$ cat src/rtl/alu_pkg.sv
// Shared opcode and FSM state encodings for the ALU family (single-cycle and iterative).
package alu_pkg;

   localparam logic [3:0] OpAdd  = 4'd0;
   localparam logic [3:0] OpSub  = 4'd1;
   localparam logic [3:0] OpAnd  = 4'd2;
   localparam logic [3:0] OpOr   = 4'd3;
   localparam logic [3:0] OpSlt  = 4'd4;
   localparam logic [3:0] OpMul  = 4'd5;
   localparam logic [3:0] OpXor  = 4'd6;
   localparam logic [3:0] OpSll  = 4'd7;
   localparam logic [3:0] OpSra  = 4'd8;
   localparam logic [3:0] OpSrl  = 4'd9;
   localparam logic [3:0] OpMulh = 4'd10;
   localparam logic [3:0] OpDiv  = 4'd11;
   localparam logic [3:0] OpDivu = 4'd12;
   localparam logic [3:0] OpRem  = 4'd13;
   localparam logic [3:0] OpRemu = 4'd14;
   localparam logic [3:0] OpSltu = 4'd15;

   localparam logic [1:0] StIdle = 2'd0;
   localparam logic [1:0] StCalc = 2'd1;
   localparam logic [1:0] StDone = 2'd2;

   function automatic logic op_is_div(input logic [3:0] op);
      return (op == OpDiv) || (op == OpDivu) || (op == OpRem) || (op == OpRemu);
   endfunction

   // Opcodes whose operands are treated as two's complement and reduced to magnitudes.
   function automatic logic op_is_signed(input logic [3:0] op);
      return (op == OpMulh) || (op == OpDiv) || (op == OpRem);
   endfunction

endpackage

$ cat src/rtl/alu_iter_muldiv.sv
// Iterative radix-2 datapath: shift-add multiply and restoring divide on magnitudes, sharing
// one adder. i_start loads operands; o_done marks the cycle whose step completes o_result.
module alu_iter_muldiv
   import alu_pkg::*;
#(
   parameter int unsigned XLEN = 32,
   parameter int unsigned SHW  = $clog2(XLEN)
) (
   input  logic            clk_i,
   input  logic            rst_i,
   input  logic            i_start,
   input  logic [3:0]      i_op,
   input  logic [XLEN-1:0] i_a,
   input  logic [XLEN-1:0] i_b,
   output logic            o_done,
   output logic [XLEN-1:0] o_result
);

   logic [XLEN-1:0] r_hi, r_lo, r_b;
   logic [SHW-1:0]  r_cnt;
   logic            r_busy, r_neg_q, r_neg_r;
   logic [3:0]      r_op;

   logic            w_a_neg, w_b_neg, w_div;
   logic [XLEN-1:0] w_a_mag, w_b_mag, w_hi_nxt, w_lo_nxt, w_mulh_neg;
   logic [XLEN:0]   w_sh, w_add_a, w_add_b, w_sum;

   assign w_a_neg = op_is_signed(i_op) && i_a[XLEN-1];
   assign w_b_neg = op_is_signed(i_op) && i_b[XLEN-1];
   assign w_a_mag = w_a_neg ? -i_a : i_a;
   assign w_b_mag = w_b_neg ? -i_b : i_b;

   // Divide: trial-subtract divisor from the left-shifted partial remainder.
   // Multiply: conditionally add multiplicand to the high half, then shift right.
   assign w_div   = op_is_div(r_op);
   assign w_sh    = {r_hi, r_lo[XLEN-1]};
   assign w_add_a = w_div ? w_sh : {1'b0, r_hi};
   assign w_add_b = w_div ? ~{1'b0, r_b} : (r_lo[0] ? {1'b0, r_b} : '0);
   assign w_sum   = w_add_a + w_add_b + {{XLEN{1'b0}}, w_div};

   always_comb begin
      w_hi_nxt = r_hi;
      w_lo_nxt = r_lo;
      if (w_div) begin
         w_hi_nxt = w_sum[XLEN] ? w_sh[XLEN-1:0] : w_sum[XLEN-1:0];
         w_lo_nxt = {r_lo[XLEN-2:0], ~w_sum[XLEN]};
      end else begin
         w_hi_nxt = w_sum[XLEN:1];
         w_lo_nxt = {w_sum[0], r_lo[XLEN-1:1]};
      end
   end

   // High half of the negated 2*XLEN product: borrow into the high half only when low is zero.
   assign w_mulh_neg = ~w_hi_nxt + {{(XLEN-1){1'b0}}, (w_lo_nxt == '0)};

   always_comb begin
      o_result = '0;
      case (r_op)
         OpMul:   o_result = w_lo_nxt;
         OpMulh:  o_result = r_neg_q ? w_mulh_neg : w_hi_nxt;
         OpDiv:   o_result = r_neg_q ? -w_lo_nxt : w_lo_nxt;
         OpDivu:  o_result = w_lo_nxt;
         OpRem:   o_result = r_neg_r ? -w_hi_nxt : w_hi_nxt;
         OpRemu:  o_result = w_hi_nxt;
         default: o_result = '0;
      endcase
   end

   assign o_done = r_busy && (r_cnt == '0);

   always_ff @(posedge clk_i or posedge rst_i) begin
      if (rst_i) begin
         r_hi    <= '0;
         r_lo    <= '0;
         r_b     <= '0;
         r_cnt   <= '0;
         r_busy  <= 1'b0;
         r_neg_q <= 1'b0;
         r_neg_r <= 1'b0;
         r_op    <= OpAdd;
      end else if (i_start) begin
         r_op    <= i_op;
         r_hi    <= '0;
         r_lo    <= w_a_mag;
         r_b     <= w_b_mag;
         r_neg_q <= w_a_neg ^ w_b_neg;
         r_neg_r <= w_a_neg;
         r_cnt   <= SHW'(XLEN - 1);
         r_busy  <= 1'b1;
      end else if (r_busy) begin
         r_hi  <= w_hi_nxt;
         r_lo  <= w_lo_nxt;
         r_cnt <= r_cnt - 1'b1;
         if (r_cnt == '0) begin
            r_busy <= 1'b0;
         end
      end
   end

endmodule

$ cat src/rtl/alu_iter.sv
// Multi-cycle EX-stage ALU with valid/ready on both sides. Defining ALU_ITER_FAST_MUL_EN
// computes MUL/MULH with a single-cycle multiplier; divide always stays iterative.
module alu_iter
   import alu_pkg::*;
#(
   parameter int unsigned XLEN = 32,
   parameter int unsigned SHW  = $clog2(XLEN)
) (
   input  logic            clk_i,
   input  logic            rst_i,
   input  logic            valid_i,
   output logic            ready_o,
   input  logic [XLEN-1:0] Data1_i,
   input  logic [XLEN-1:0] Data2_i,
   input  logic [3:0]      ALUSignal_i,
   output logic            valid_o,
   input  logic            ready_i,
   output logic [XLEN-1:0] ALUResult_o,
   output logic            DivZero_o
);

   logic [1:0]      r_state, w_state_nxt;
   logic [XLEN-1:0] r_result, w_quick, w_md_result;
   logic            r_divzero;
   logic            w_accept, w_iter, w_dz, w_md_done;
   logic [SHW-1:0]  w_shamt;

   assign ready_o     = (r_state == StIdle);
   assign valid_o     = (r_state == StDone);
   assign ALUResult_o = r_result;
   assign DivZero_o   = r_divzero;

   assign w_accept = valid_i && ready_o;
   assign w_shamt  = Data2_i[SHW-1:0];
   assign w_dz     = op_is_div(ALUSignal_i) && (Data2_i == '0);

`ifdef ALU_ITER_FAST_MUL_EN
   logic [2*XLEN-1:0] w_ext_a, w_ext_b, w_fast_prod;

   // Sign-extended operands give the signed product; its low half also serves MUL.
   assign w_ext_a     = {{XLEN{Data1_i[XLEN-1]}}, Data1_i};
   assign w_ext_b     = {{XLEN{Data2_i[XLEN-1]}}, Data2_i};
   assign w_fast_prod = w_ext_a * w_ext_b;
   assign w_iter      = op_is_div(ALUSignal_i) && !w_dz;
`else
   assign w_iter = (op_is_div(ALUSignal_i) && !w_dz) ||
                   (ALUSignal_i == OpMul) || (ALUSignal_i == OpMulh);
`endif

   always_comb begin
      w_quick = '0;
      case (ALUSignal_i)
         OpAdd:         w_quick = Data1_i + Data2_i;
         OpSub:         w_quick = Data1_i - Data2_i;
         OpAnd:         w_quick = Data1_i & Data2_i;
         OpOr:          w_quick = Data1_i | Data2_i;
         OpXor:         w_quick = Data1_i ^ Data2_i;
         OpSlt:         w_quick = {{(XLEN-1){1'b0}}, ($signed(Data1_i) < $signed(Data2_i))};
         OpSltu:        w_quick = {{(XLEN-1){1'b0}}, (Data1_i < Data2_i)};
         OpSll:         w_quick = Data1_i << w_shamt;
         OpSra:         w_quick = $signed(Data1_i) >>> w_shamt;
         OpSrl:         w_quick = Data1_i >> w_shamt;
         // Divide/remainder only reach this path when the divisor is zero.
         OpDiv, OpDivu: w_quick = '1;
         OpRem, OpRemu: w_quick = Data1_i;
`ifdef ALU_ITER_FAST_MUL_EN
         OpMul:         w_quick = w_fast_prod[XLEN-1:0];
         OpMulh:        w_quick = w_fast_prod[2*XLEN-1:XLEN];
`endif
         default:       w_quick = '0;
      endcase
   end

   alu_iter_muldiv #(
      .XLEN (XLEN),
      .SHW  (SHW)
   ) u_muldiv (
      .clk_i    (clk_i),
      .rst_i    (rst_i),
      .i_start  (w_accept && w_iter),
      .i_op     (ALUSignal_i),
      .i_a      (Data1_i),
      .i_b      (Data2_i),
      .o_done   (w_md_done),
      .o_result (w_md_result)
   );

   always_comb begin
      w_state_nxt = r_state;
      case (r_state)
         StIdle:  if (w_accept) w_state_nxt = w_iter ? StCalc : StDone;
         StCalc:  if (w_md_done) w_state_nxt = StDone;
         StDone:  if (ready_i) w_state_nxt = StIdle;
         default: w_state_nxt = StIdle;
      endcase
   end

   always_ff @(posedge clk_i or posedge rst_i) begin
      if (rst_i) begin
         r_state   <= StIdle;
         r_result  <= '0;
         r_divzero <= 1'b0;
      end else begin
         r_state <= w_state_nxt;
         if (w_accept && !w_iter) begin
            r_result  <= w_quick;
            r_divzero <= w_dz;
         end else if ((r_state == StCalc) && w_md_done) begin
            r_result  <= w_md_result;
            r_divzero <= 1'b0;
         end
      end
   end

endmodule

$ cat config.mk
export PLATFORM = sky130hd
export DESIGN_NAME = alu_iter
export DESIGN_NICKNAME = d
export VERILOG_FILES = /design/src/rtl/alu_pkg.sv /design/src/rtl/alu_iter_muldiv.sv /design/src/rtl/alu_iter.sv
export SDC_FILE = /design/constraint.sdc
export NUM_CORES = 1
export LEC_CHECK = 0
export CAP_MARGIN = 25
export CORE_MARGIN = 2
export CORE_UTILIZATION = 50
export CTS_BUF_LIST = sky130_fd_sc_hd__clkbuf_8
export DETAILED_ROUTE_END_ITERATION = 8
export PLACE_DENSITY_LB_ADDON = 0.15
export SLEW_MARGIN = 20
export SYNTH_ARGS = -nofsm -noshare
export SYNTH_HDL_FRONTEND = slang
export SYNTH_SLANG_ARGS = --single-unit
export TNS_END_PERCENT = 50
$ cat constraint.sdc
create_clock -name clk_i -period 11.7 [get_ports clk_i]
set_clock_uncertainty 0.2 [all_clocks]
set_input_delay 2.925 -clock clk_i [delete_from_list [all_inputs] [get_ports clk_i]]
set_output_delay 2.925 -clock clk_i [all_outputs]
set_load 0.01 [all_outputs]
==> run summary <==
Status: finished with violations
Failing checks: DRC
HP Start: u_muldiv.r_b[4]
Top cell type by total area after synthesis: dfrtp_1
DRT iter0 DRCs: 4188
Worst EP arrival: 9.83 ns
Yosys warnings: 0
Hold violation count in the final report: 0
Final Wtd Congestion: 1.13
Hold WC Path Type: flip-flop to flip-flop
Drt total wl: 122 mm
Crit start category: flip-flop
RSZ-0062 raised after global routing: no
Crit Path Max Fanout: 66
PwrDens: 294 nW/um2
Syn_area_per_cell: 7.08 um2
Max clock buf depth: 2
R2r worst-path depth: 28
Synth top area share: 15.1%
Number of fillers in the final layout: 4593
CTS Hold Bufs: 0
CTS HTree Levels: 4
Layout area overhead: 7.95%
Worst r2r src: u_muldiv.r_op[0]
Worst slew margin: 15.1%
Final Hold Slack: 0.303 ns
Port-buffer cells: 106
Initial antenna violation count: 10
R2r setup slk: 2.11 ns
CTS tree: built
Syn Nets: 3567
Cts repair resizes: 0
Post-Syn Area: 23700 um2
Area of the multi-input gates: 18600 um2
Most frequent CP cell: nand2_1
Post-synth cell types: 104
Post-synthesis register bit count: 143
DIE AREA: 49200 um2
Layout cells sized above 1: 7.69%
Hold depth: 2
Maxcap violations: 0
Wirelength per Cell: 31.0 um
Starting Density: 50.8%
Sink Count: 143
Clk_lat worst skew: 0.57 ns
Critical-path top delay cell: and2_1
Post-route cell area: 25600 um2
First-pass GRT wire length: 178 mm
Post-route antenna net violation count: 0
Chip Height: 222 um
DRT Pass-1 Iters: 9
Fmax: 104 MHz
Via count: 28700
Clk pin slew, worst setup/hold paths: 0.10 ns
Post-DR vias/cell: 7.31
Largest net degree at the start of global routing: 96
Gr ovfl total: 0
Post-synth EDFFs: 0
Area post-placement: 25200 um2
Row Count: 79
DIE WIDTH: 222 um
Worst slew pin tran: 1.27 ns
Final setup vio count: 0
Total GRT Usage: 48.3%
Max-slew violations: 0
Mapped Cells: 3354
Clk root buf: clkbuf_8
Period minus WS final: 9.59 ns
Post-DP HPWL: 92.3 mm
Total chip power: 7.54 mW
Area contributors post-synth: dfrtp_1 (15%), ha_1 (7.2%), nand2_1 (6.9%)
Post-CTS Setup Inserts: 0
CP max stage delay: 0.83 ns
Worst R2R End: ALUResult_o[30]
Critical Path End Type: flip-flop
DRC: 2
Async SR Flop Fraction: 100%
Leakage: 10.6 nW
Sequential cell area fraction in the yosys report: 15.1%
CP required: 11.95 ns
Nets: 3518
Top Ports: 107
Final Cycle Share: 81.9%
Hold endpoint: u_muldiv.r_b[4]
CTS Buf Count: 17
FF/Latch Area: 3580 um2
Worst IR Drop VDD: 0.000176 V
Prevailing post-synth register cell: dfrtp_1
WS Path Type: flip-flop to flip-flop
Vias in the first global route: 26800
Core ar.: 46800 um2
Setup_tns: 0 ns
## worst max-delay path by stage
stage                startpoint         endpoint  slack, ns  cells after the start
2_1_floorplan  u_muldiv.r_op[0]  ALUResult_o[30]       2.77                     39
6_report       u_muldiv.r_op[0]  ALUResult_o[30]       2.11                     28
4_1_cts        u_muldiv.r_op[0]  ALUResult_o[30]       2.31                     28
3_3_place_gp         Data2_i[0]  ALUResult_o[25]       2.58                     15
5_1_grt        u_muldiv.r_op[0]  ALUResult_o[30]       1.62                     28
3_5_place_dp   u_muldiv.r_op[0]  ALUResult_o[30]       2.34                     28
## area by class of cell
type	instances	share of cell area, %
multi-input combinational	2807	72.8
sequential	143	14.0
timing repair buffer	201	6.82
tap	607	2.96
inverter	135	2.01
clock buffer	20	1.07
clock inverter	12	0.381
antenna	2	0.0195
## synthesized netlist by cell type, types with 30 or more instances
cell        n
a211oi_1   45
a21o_1     39
a21oi_1   238
a221o_1    35
a221oi_1   43
a22oi_1    30
a31oi_1    49
and2_1     36
clkbuf_1  216
dfrtp_1   143
ha_1      137
inv_1     133
mux2i_1   100
mux4_2     50
nand2_1   435
nand2b_1   34
nand3_1    68
nand4_1    30
nor2_1    316
nor3_1     92
o211ai_1   74
o21ai_0   306
o22ai_1    39
o31ai_1    39
or3_1      33
xnor2_1    97
## per-layer routing
layer	share of wire, %	up-vias	global-route usage, %
met5	0.065	-	0
met4	11	12	44.4
li1	-	12400	-
met1	35	13400	55.6
met2	42	2179	72.4
met3	12	669	14.1
## cell usage in the layout, fill, tap and decap left out, types with 26 or more instances in the layout
cell type,netlist,layout
nor4_1,29,28
a31oi_1,49,49
o31ai_1,39,39
o22ai_1,39,39
and2_1,36,36
nand3_1,68,68
a211oi_1,45,45
nand2b_1,34,34
or3_1,33,33
and3_1,26,26
ha_1,137,137
nand2_1,435,435
mux4_2,50,50
clkdlybuf4s50_1,0,101
nor3_1,92,92
mux2i_1,100,100
inv_1,133,131
a21oi_1,238,238
a221o_1,35,35
xnor2_1,97,97
buf_4,1,93
a221oi_1,43,43
xor2_1,28,28
nand4_1,30,30
a21o_1,39,39
dfrtp_1,143,142
nor2_1,316,315
o21ai_0,306,305
o211ai_1,74,74
a22oi_1,30,30
## registers in the layout, indices dropped and copies added (netlist names)
name              cells
u_muldiv.r_lo        32
u_muldiv.r_busy       1
ALUResult_o          32
u_muldiv.r_neg_r      1
DivZero_o             1
u_muldiv.r_b         32
r_state               2
u_muldiv.r_hi        32
u_muldiv.r_neg_q      1
u_muldiv.r_op         4
u_muldiv.r_cnt        5
## logic make-up after synthesis
kind of cell    Yosys count  synth area share [%]
xor+xnor                125                  4.61
flops                   143                  15.1
fa+ha+maj               141                  7.56
simple gates           1194                  23.3
mux                     157                  9.31
compound gates         1190                  33.6
buf+inv                 404                  6.57
## metrics by stage
step / setup slack [ns] / util, % / std cells
floorplan: 2.77 / - / 3354
global placement: 2.58 / 53.9 / 3888
detailed placement: 2.34 / 54.0 / 3892
CTS: 2.31 / 54.8 / 3924
global route: 1.62 / 54.8 / 3927
finish: 2.11 / 54.8 / 3927
## critical path: cells and delay by family, from the launching register on
family | cells | cell delay (ns)
DFF | 1 | 0.53
AOI/OAI and AO/OA | 12 | 3.36
and+or+nand+nor | 10 | 3.16
buffers and inverters | 2 | 0.59
adders and majority gates | 4 | 1.57
## power by group
part	switching (mW)	internal, mW	leakage (nW)
clock network	0.242	0.168	0.189
registers	0.328	0.743	1.76
logic	4.10	1.95	8.68
total	4.67	2.86	10.6
(Power assumes the default switching activity.)
